===== config.mk =====
export PLATFORM = sky130hd
export DESIGN_NAME = alu_share_arbiter_flat
export DESIGN_NICKNAME = d
export VERILOG_FILES = /design/src/rtl/alu_share_arbiter_if.sv /design/src/rtl/alu_share_arbiter.sv /design/src/flat_wrapper.sv
export SDC_FILE = /design/constraint.sdc
export NUM_CORES = 1
export LEC_CHECK = 0
export CELL_PAD_IN_SITES_DETAIL_PLACEMENT = 1
export CELL_PAD_IN_SITES_GLOBAL_PLACEMENT = 1
export CORE_ASPECT_RATIO = 0.7
export CORE_UTILIZATION = 29
export DETAILED_ROUTE_END_ITERATION = 6
export PLACE_DENSITY = 0.83
export SYNTH_ARGS = -nofsm -noshare
export SYNTH_HDL_FRONTEND = slang
export SYNTH_SLANG_ARGS = --single-unit

===== constraint.sdc =====
create_clock -name clk -period 3 [get_ports clk]
set_input_delay 0.6 -clock clk [delete_from_list [all_inputs] [get_ports clk]]
set_output_delay 0.6 -clock clk [all_outputs]
set_load 0.01 [all_outputs]

===== src/rtl/alu_share_arbiter_if.sv =====
// alu_share_arbiter_if: request/response and ALU-side signal bundle for alu_share_arbiter
// Ports: req{0,1}_* valid/ready request channels (a, b, op, binv),
//        resp{0,1}_* valid/ready response channels (result, cout),
//        alu_* operands out and result/cout in, busy and grant_id status.
// slave is the arbiter's view, master is the client/ALU/testbench view.
interface alu_share_arbiter_if #(parameter int WIDTH = 32);
    logic             req0_valid, req0_ready, req0_binv;
    logic [WIDTH-1:0] req0_a, req0_b;
    logic [1:0]       req0_op;
    logic             resp0_valid, resp0_ready, resp0_cout;
    logic [WIDTH-1:0] resp0_result;
    logic             req1_valid, req1_ready, req1_binv;
    logic [WIDTH-1:0] req1_a, req1_b;
    logic [1:0]       req1_op;
    logic             resp1_valid, resp1_ready, resp1_cout;
    logic [WIDTH-1:0] resp1_result;
    logic [WIDTH-1:0] alu_a, alu_b, alu_result;
    logic [1:0]       alu_op;
    logic             alu_binv, alu_cin, alu_cout;
    logic             busy, grant_id;
    modport slave (
        input  req0_valid, req0_a, req0_b, req0_op, req0_binv, resp0_ready,
        input  req1_valid, req1_a, req1_b, req1_op, req1_binv, resp1_ready,
        input  alu_result, alu_cout,
        output req0_ready, resp0_valid, resp0_result, resp0_cout,
        output req1_ready, resp1_valid, resp1_result, resp1_cout,
        output alu_a, alu_b, alu_op, alu_binv, alu_cin, busy, grant_id
    );
    modport master (
        output req0_valid, req0_a, req0_b, req0_op, req0_binv, resp0_ready,
        output req1_valid, req1_a, req1_b, req1_op, req1_binv, resp1_ready,
        output alu_result, alu_cout,
        input  req0_ready, resp0_valid, resp0_result, resp0_cout,
        input  req1_ready, resp1_valid, resp1_result, resp1_cout,
        input  alu_a, alu_b, alu_op, alu_binv, alu_cin, busy, grant_id
    );
endinterface


===== src/rtl/alu_share_arbiter.sv =====
// alu_share_arbiter: round-robin sharing of one combinational ALU between two valid/ready requesters
// Ports: clk (rising edge), rst_n (async active-low), bus (alu_share_arbiter_if.slave) carrying
//        both request/response channels, the ALU operand/result signals, busy and grant_id.
module alu_share_arbiter #(parameter int WIDTH = 32) (
    input  logic               clk,
    input  logic               rst_n,
    alu_share_arbiter_if.slave bus
);
    typedef enum logic [1:0] {IDLE, EXEC, RESP} state_t;
    state_t           state_q, state_d;
    logic             grant_q, grant_d, last_q, last_d;
    logic [WIDTH-1:0] a_q, a_d, b_q, b_d, res_q, res_d;
    logic [1:0]       op_q, op_d;
    logic             binv_q, binv_d, cout_q, cout_d;
    logic             any, sel, idle, rsp, resp_ok;
    assign any     = bus.req0_valid | bus.req1_valid;
    // On contention the requester that did not win last time is picked.
    assign sel     = (bus.req0_valid & bus.req1_valid) ? ~last_q : bus.req1_valid;
    assign idle    = state_q == IDLE;
    assign rsp     = state_q == RESP;
    assign resp_ok = grant_q ? bus.resp1_ready : bus.resp0_ready;
    always_ff @(posedge clk or negedge rst_n) begin
        if (!rst_n) begin
            state_q <= IDLE;
            grant_q <= 1'b0;
            last_q  <= 1'b1;
            a_q     <= '0;
            b_q     <= '0;
            op_q    <= '0;
            binv_q  <= 1'b0;
            res_q   <= '0;
            cout_q  <= 1'b0;
        end else begin
            state_q <= state_d;
            grant_q <= grant_d;
            last_q  <= last_d;
            a_q     <= a_d;
            b_q     <= b_d;
            op_q    <= op_d;
            binv_q  <= binv_d;
            res_q   <= res_d;
            cout_q  <= cout_d;
        end
    end
    always_comb begin
        state_d = state_q;
        grant_d = grant_q;
        last_d  = last_q;
        a_d     = a_q;
        b_d     = b_q;
        op_d    = op_q;
        binv_d  = binv_q;
        res_d   = res_q;
        cout_d  = cout_q;
        case (state_q)
            IDLE: if (any) begin
                state_d = EXEC;
                grant_d = sel;
                a_d     = sel ? bus.req1_a : bus.req0_a;
                b_d     = sel ? bus.req1_b : bus.req0_b;
                op_d    = sel ? bus.req1_op : bus.req0_op;
                binv_d  = sel ? bus.req1_binv : bus.req0_binv;
            end
            EXEC: begin
                state_d = RESP;
                res_d   = bus.alu_result;
                cout_d  = bus.alu_cout;
            end
            RESP: if (resp_ok) begin
                state_d = IDLE;
                last_d  = grant_q;
            end
            default: state_d = IDLE;
        endcase
    end
    // Ready is gated by rst_n so every output reads 0 while reset is held.
    assign bus.req0_ready   = rst_n & idle & any & ~sel;
    assign bus.req1_ready   = rst_n & idle & any & sel;
    assign bus.resp0_valid  = rsp & ~grant_q;
    assign bus.resp1_valid  = rsp & grant_q;
    assign bus.resp0_result = bus.resp0_valid ? res_q : '0;
    assign bus.resp1_result = bus.resp1_valid ? res_q : '0;
    assign bus.resp0_cout   = bus.resp0_valid & cout_q;
    assign bus.resp1_cout   = bus.resp1_valid & cout_q;
    assign bus.alu_a        = a_q;
    assign bus.alu_b        = b_q;
    assign bus.alu_op       = op_q;
    assign bus.alu_binv     = binv_q;
    assign bus.alu_cin      = binv_q;
    assign bus.busy         = ~idle;
    assign bus.grant_id     = grant_q;
endmodule


===== src/flat_wrapper.sv =====
// flat-port wrapper written by rule: the top's interface ports become plain ports
module alu_share_arbiter_flat 
#(parameter int WIDTH = 32)
  (clk, rst_n, bus_req0_valid, bus_req0_a, bus_req0_b, bus_req0_op, bus_req0_binv, bus_resp0_ready, bus_req1_valid, bus_req1_a, bus_req1_b, bus_req1_op, bus_req1_binv, bus_resp1_ready, bus_alu_result, bus_alu_cout, bus_req0_ready, bus_resp0_valid, bus_resp0_result, bus_resp0_cout, bus_req1_ready, bus_resp1_valid, bus_resp1_result, bus_resp1_cout, bus_alu_a, bus_alu_b, bus_alu_op, bus_alu_binv, bus_alu_cin, bus_busy, bus_grant_id);
  alu_share_arbiter_if #(.WIDTH(WIDTH)) bus_i ();
  input  logic clk;
  input  logic rst_n;
  input wire logic [$bits(bus_i.req0_valid)-1:0] bus_req0_valid;
  input wire logic [$bits(bus_i.req0_a)-1:0] bus_req0_a;
  input wire logic [$bits(bus_i.req0_b)-1:0] bus_req0_b;
  input wire logic [$bits(bus_i.req0_op)-1:0] bus_req0_op;
  input wire logic [$bits(bus_i.req0_binv)-1:0] bus_req0_binv;
  input wire logic [$bits(bus_i.resp0_ready)-1:0] bus_resp0_ready;
  input wire logic [$bits(bus_i.req1_valid)-1:0] bus_req1_valid;
  input wire logic [$bits(bus_i.req1_a)-1:0] bus_req1_a;
  input wire logic [$bits(bus_i.req1_b)-1:0] bus_req1_b;
  input wire logic [$bits(bus_i.req1_op)-1:0] bus_req1_op;
  input wire logic [$bits(bus_i.req1_binv)-1:0] bus_req1_binv;
  input wire logic [$bits(bus_i.resp1_ready)-1:0] bus_resp1_ready;
  input wire logic [$bits(bus_i.alu_result)-1:0] bus_alu_result;
  input wire logic [$bits(bus_i.alu_cout)-1:0] bus_alu_cout;
  output wire logic [$bits(bus_i.req0_ready)-1:0] bus_req0_ready;
  output wire logic [$bits(bus_i.resp0_valid)-1:0] bus_resp0_valid;
  output wire logic [$bits(bus_i.resp0_result)-1:0] bus_resp0_result;
  output wire logic [$bits(bus_i.resp0_cout)-1:0] bus_resp0_cout;
  output wire logic [$bits(bus_i.req1_ready)-1:0] bus_req1_ready;
  output wire logic [$bits(bus_i.resp1_valid)-1:0] bus_resp1_valid;
  output wire logic [$bits(bus_i.resp1_result)-1:0] bus_resp1_result;
  output wire logic [$bits(bus_i.resp1_cout)-1:0] bus_resp1_cout;
  output wire logic [$bits(bus_i.alu_a)-1:0] bus_alu_a;
  output wire logic [$bits(bus_i.alu_b)-1:0] bus_alu_b;
  output wire logic [$bits(bus_i.alu_op)-1:0] bus_alu_op;
  output wire logic [$bits(bus_i.alu_binv)-1:0] bus_alu_binv;
  output wire logic [$bits(bus_i.alu_cin)-1:0] bus_alu_cin;
  output wire logic [$bits(bus_i.busy)-1:0] bus_busy;
  output wire logic [$bits(bus_i.grant_id)-1:0] bus_grant_id;
  assign bus_i.req0_valid = bus_req0_valid;
  assign bus_i.req0_a = bus_req0_a;
  assign bus_i.req0_b = bus_req0_b;
  assign bus_i.req0_op = bus_req0_op;
  assign bus_i.req0_binv = bus_req0_binv;
  assign bus_i.resp0_ready = bus_resp0_ready;
  assign bus_i.req1_valid = bus_req1_valid;
  assign bus_i.req1_a = bus_req1_a;
  assign bus_i.req1_b = bus_req1_b;
  assign bus_i.req1_op = bus_req1_op;
  assign bus_i.req1_binv = bus_req1_binv;
  assign bus_i.resp1_ready = bus_resp1_ready;
  assign bus_i.alu_result = bus_alu_result;
  assign bus_i.alu_cout = bus_alu_cout;
  assign bus_req0_ready = bus_i.req0_ready;
  assign bus_resp0_valid = bus_i.resp0_valid;
  assign bus_resp0_result = bus_i.resp0_result;
  assign bus_resp0_cout = bus_i.resp0_cout;
  assign bus_req1_ready = bus_i.req1_ready;
  assign bus_resp1_valid = bus_i.resp1_valid;
  assign bus_resp1_result = bus_i.resp1_result;
  assign bus_resp1_cout = bus_i.resp1_cout;
  assign bus_alu_a = bus_i.alu_a;
  assign bus_alu_b = bus_i.alu_b;
  assign bus_alu_op = bus_i.alu_op;
  assign bus_alu_binv = bus_i.alu_binv;
  assign bus_alu_cin = bus_i.alu_cin;
  assign bus_busy = bus_i.busy;
  assign bus_grant_id = bus_i.grant_id;
  alu_share_arbiter #(.WIDTH(WIDTH)) u_core (.clk(clk), .rst_n(rst_n), .bus(bus_i));
endmodule

==> flow_results.xml <==
<?xml version="1.0" encoding="UTF-8"?>
<metrics>
  <group name="run_status">
    <metric name="run_status" unit="">finished, final reports clean</metric>
  </group>
  <group name="worst_setup_path">
    <metric name="ff2ff_setup_slack" unit="ns">1.13</metric>
    <metric name="crit_path_start_kind" unit="">flop</metric>
    <metric name="crit_end" unit="">bus_busy</metric>
    <metric name="critical_path.endpoint_type" unit="">output pin</metric>
    <metric name="worst_r2r_startpoint" unit="">u_core.last_q$_DFFE_PN1P_</metric>
    <metric name="crit_path_start" unit="">u_core.state_q[1]$_DFFE_PN0P_</metric>
    <metric name="required" unit="ns">2.40</metric>
    <metric name="worst-path-max-fanout" unit="">68</metric>
    <metric name="reg2reg_depth" unit="">4</metric>
    <metric name="critical_path_arrival" unit="ns">2.15</metric>
    <metric name="r2r_end" unit="">u_core.bus.alu_b[28]$_DFFE_PN0P_</metric>
    <metric name="worstSetupPathType" unit="">reg -&gt; out</metric>
  </group>
  <group name="sta">
    <metric name="rsz0062_at_grt" unit="">no</metric>
    <metric name="finalHoldViolations" unit="">0</metric>
    <metric name="worst_hold_slack" unit="ns">0.129</metric>
    <metric name="fin_skew" unit="ns">0.00763</metric>
    <metric name="worst_slew_pin_slew" unit="ns">0.994</metric>
    <metric name="max_freq" unit="GHz">0.363</metric>
    <metric name="finalMaxSlewViolations" unit="">0</metric>
    <metric name="maxSlewHeadroom" unit="%">33.6</metric>
    <metric name="tmin_final" unit="ns">2.75</metric>
    <metric name="setup-tns-final" unit="ns">0</metric>
    <metric name="finalSetupViolations" unit="">0</metric>
    <metric name="timing.final.crit_share" unit="%">91.8</metric>
  </group>
  <group name="floorplan">
    <metric name="fp.dieArea" unit="mm2">0.0184</metric>
    <metric name="row_count" unit="">40</metric>
    <metric name="fp.dieW" unit="um">162</metric>
    <metric name="dieHeight" unit="um">114</metric>
    <metric name="top_level_ports" unit="">313</metric>
    <metric name="design.core.area" unit="mm2">0.0173</metric>
    <metric name="initial_core_util" unit="%">29.9</metric>
  </group>
  <group name="clock_network">
    <metric name="cts_max_path_buffers" unit="">2</metric>
    <metric name="cts.sink_count" unit="">104</metric>
    <metric name="cts_max_level" unit="">3</metric>
    <metric name="cts_root_buf" unit="">sky130_fd_sc_hd__clkbuf_16</metric>
    <metric name="cts.hold.buffers_added" unit="">0</metric>
    <metric name="clk_latency" unit="ns">0.35</metric>
    <metric name="clock_tree_from_tritoncts" unit="">built</metric>
    <metric name="cts.clk_slew.worst_paths" unit="ns">0.07</metric>
    <metric name="cts_buffers" unit="">9</metric>
  </group>
  <group name="power_and_ir_drop">
    <metric name="p_int" unit="mW">5.23</metric>
    <metric name="total_switching_power" unit="mW">2.92</metric>
    <metric name="power.share.switching" unit="%">35.8</metric>
    <metric name="power_frac_comb" unit="%">53.5</metric>
    <metric name="p_leak" unit="nW">3.59</metric>
    <metric name="p_seq_share" unit="%">32.0</metric>
    <metric name="power_frac_clock" unit="%">14.6</metric>
    <metric name="max-vdd-ir-drop" unit="uV">454</metric>
    <metric name="cellPowerDensity" unit="mW/mm2">938</metric>
  </group>
  <group name="finish">
    <metric name="final_area" unit="mm2">0.00869</metric>
    <metric name="antenna_diode_count" unit="">0</metric>
    <metric name="nets" unit="">928</metric>
    <metric name="area_delta_synth_final" unit="%">67.6</metric>
    <metric name="final_layout_size_suffix_gt1_share" unit="%">9.21</metric>
    <metric name="layout.cells.non_filler" unit="">991</metric>
  </group>
  <group name="detailed_routing">
    <metric name="route.detailed.wl_per_inst" unit="um">20.2</metric>
    <metric name="num_vias" unit="">4996</metric>
    <metric name="drtPass1Iterations" unit="">4</metric>
    <metric name="initialDrtViolationCount" unit="">232</metric>
    <metric name="postRouteAntennaNets" unit="">0</metric>
    <metric name="routed_via_density" unit="">5.04</metric>
    <metric name="wirelength" unit="mm">20.0</metric>
    <metric name="drc_errors" unit="">0</metric>
  </group>
  <group name="yosys">
    <metric name="number_of_nets_in_the_synthesized_netlist" unit="">647</metric>
    <metric name="synth-seq-cells" unit="">104</metric>
    <metric name="seq_area_frac_synth" unit="%">50.2</metric>
    <metric name="netlist-cell-type-count" unit="">23</metric>
    <metric name="synthesis.area_per_instance" unit="um2">10.9</metric>
    <metric name="syn-cell-area" unit="mm2">0.00519</metric>
    <metric name="synth_warnings" unit="">0</metric>
    <metric name="syn-instance-count" unit="">474</metric>
  </group>
  <group name="placement">
    <metric name="numPlacedInstances" unit="">975</metric>
    <metric name="gp_routability_congestion" unit="">0.847</metric>
    <metric name="postPlaceCellArea" unit="mm2">0.00839</metric>
    <metric name="post-dp-hpwl" unit="mm">14.3</metric>
    <metric name="numPortBuffers" unit="">312</metric>
  </group>
  <group name="grt">
    <metric name="grt_max_degree" unit="">69</metric>
    <metric name="global_route_wire_length_before_repair" unit="mm">30.9</metric>
    <metric name="grt_overflow" unit="">0</metric>
    <metric name="gr-usage-all-layers" unit="%">21.6</metric>
    <metric name="antenna_found_initial" unit="">0</metric>
    <metric name="vias_in_the_first_global_route" unit="">5405</metric>
  </group>
  <group name="job">
    <metric name="max_cap_viol_count" unit="">0</metric>
  </group>
  <group name="hold_path">
    <metric name="timing.hold.worst.class" unit="">in -&gt; async</metric>
  </group>
</metrics>
-- critical path, stage by stage (launching register included) --
cell and delay, ns:
sky130_fd_sc_hd__dfrtp_1 0.40, sky130_fd_sc_hd__or2_2 0.21, sky130_fd_sc_hd__buf_6 0.50, sky130_fd_sc_hd__clkdlybuf4s50_1 0.67
-- layer usage --
metal / vias to the layer above / track usage [%] / part of all wire, %
met5: - / 0 / 0
met4: 0 / 6.92 / 2.5
met3: 34 / 4.07 / 4.6
met2: 182 / 36.2 / 48
met1: 2487 / 28.2 / 45
li1: 2293 / - / -
-- timing repair --
action                                  in CTS  in global routing
endpoints found under the hold margin        0                  0
setup buffers                                0                  0
resized for setup                            0                  1
endpoints found under the setup margin       0                  1
-- sequential cells by signal, summed over array words and instances (netlist names) --
signal,count
u_core.bus.alu_b,32
u_core.bus.alu_binv,1
u_core.bus.grant_id,1
u_core.res_q,32
u_core.bus.alu_op,2
u_core.cout_q,1
u_core.bus.alu_a,32
u_core.state_q,2
u_core.last_q,1
-- how the worst min path moves through the flow --
stage | start | end | slack [ns] | cells after the start
2_1_floorplan | rst_n | u_core.bus.alu_a[0]$_DFFE_PN0P_ | 0.30 | 0
3_3_place_gp | rst_n | u_core.bus.alu_op[0]$_DFFE_PN0P_ | 0.50 | 1
3_5_place_dp | rst_n | u_core.bus.alu_a[22]$_DFFE_PN0P_ | 0.50 | 1
4_1_cts | rst_n | u_core.bus.alu_a[19]$_DFFE_PN0P_ | 0.12 | 1
5_1_grt | rst_n | u_core.bus.alu_a[19]$_DFFE_PN0P_ | 0.12 | 1
6_report | rst_n | u_core.bus.alu_a[19]$_DFFE_PN0P_ | 0.13 | 1
-- power by group through the flow --
stage	Combinational [mW]	Clock (mW)	Sequential [mW]
finish	4.36	1.19	2.61
global route	4.66	1.28	2.70
CTS	4.40	1.23	2.60
detailed placement	4.38	0	2.61
global placement	4.25	0	2.56
floorplan	2.17	0	2.70
-- logic make-up (layout without fill, tap and decap cells) --
logic type             Yosys count  in the layout  share of synthesized area (%)
AND/OR/NAND/NOR                143            143                           14.4
AO/OA/AOI/OAI                  139            139                           22.0
flip-flops                     104            104                           50.2
buffers and inverters           53            339                           5.89
multiplexers                    35             35                           7.58
-- cell usage after synthesis (all sizes together) --
| cell type | count | area (um2) |
|---|---|---|
| buf | 36 | 241 |
| nand2 | 68 | 255 |
| dfstp | 1 | 26.3 |
| and2 | 34 | 213 |
| a21boi | 1 | 11.3 |
| a22o | 1 | 8.76 |
| a21bo | 1 | 10.0 |
| and2b | 1 | 7.51 |
| dfrtp | 103 | 2580 |
| mux2i | 1 | 10.0 |
| a2bb2oi | 67 | 587 |
| nor2 | 2 | 31.3 |
| a211oi | 67 | 508 |
| and3 | 35 | 219 |
| nor2b | 2 | 12.5 |
| or2 | 1 | 6.26 |
| a21o | 2 | 15.0 |
| mux2 | 34 | 383 |
| clkbuf | 17 | 63.8 |
-- metrics by stage --
step / power [mW] / setup slack, ns / util [%]
6_report: 8.15 / 0.246 / 50.2
5_1_grt: 8.63 / 0.172 / 50.2
3_5_place_dp: 7.00 / 0.240 / 48.5
3_3_place_gp: 6.81 / 0.256 / 48.5
2_1_floorplan: 4.87 / 1.08 / -
4_1_cts: 8.24 / 0.0569 / 50.2
-- layout make-up --
class / count / area (um2)
Clock buffer: 10 / 229
Clock inverter: 6 / 68.8
Fill cell: 1868 / 8620
Multi-Input combinational cell: 317 / 2290
Sequential cell: 104 / 2600
Tap cell: 231 / 289
Timing Repair Buffer: 323 / 3210
-- cell usage in the layout (no fill, tap or decap) --
cell / netlist / layout
sky130_fd_sc_hd__clkbuf_16: 0 / 9
sky130_fd_sc_hd__clkinv_2: 0 / 1
sky130_fd_sc_hd__nor2_8: 1 / 1
sky130_fd_sc_hd__nor2b_2: 0 / 1
sky130_fd_sc_hd__buf_4: 12 / 11
sky130_fd_sc_hd__and2_1: 34 / 34
sky130_fd_sc_hd__inv_6: 0 / 1
sky130_fd_sc_hd__a2bb2oi_1: 67 / 67
sky130_fd_sc_hd__a21boi_4: 0 / 1
sky130_fd_sc_hd__clkbuf_1: 17 / 1
sky130_fd_sc_hd__nand2_1: 68 / 68
sky130_fd_sc_hd__clkinvlp_4: 0 / 1
sky130_fd_sc_hd__nor2b_4: 0 / 1
sky130_fd_sc_hd__nor2_4: 1 / 1
sky130_fd_sc_hd__and3_1: 35 / 35
sky130_fd_sc_hd__a21bo_2: 0 / 1
sky130_fd_sc_hd__a211oi_2: 1 / 1
sky130_fd_sc_hd__mux2i_1: 1 / 1
sky130_fd_sc_hd__or2_2: 0 / 1
sky130_fd_sc_hd__clkdlybuf4s50_1: 0 / 311
sky130_fd_sc_hd__a211oi_1: 66 / 66
sky130_fd_sc_hd__a21o_1: 2 / 2
sky130_fd_sc_hd__and2b_1: 1 / 1
sky130_fd_sc_hd__dfstp_2: 1 / 1
sky130_fd_sc_hd__buf_6: 5 / 1
sky130_fd_sc_hd__bufinv_16: 0 / 1
sky130_fd_sc_hd__clkinv_4: 0 / 2
sky130_fd_sc_hd__dfrtp_1: 103 / 103
sky130_fd_sc_hd__a22o_1: 1 / 1
sky130_fd_sc_hd__mux2_2: 34 / 34
(Power assumes the default switching activity.)
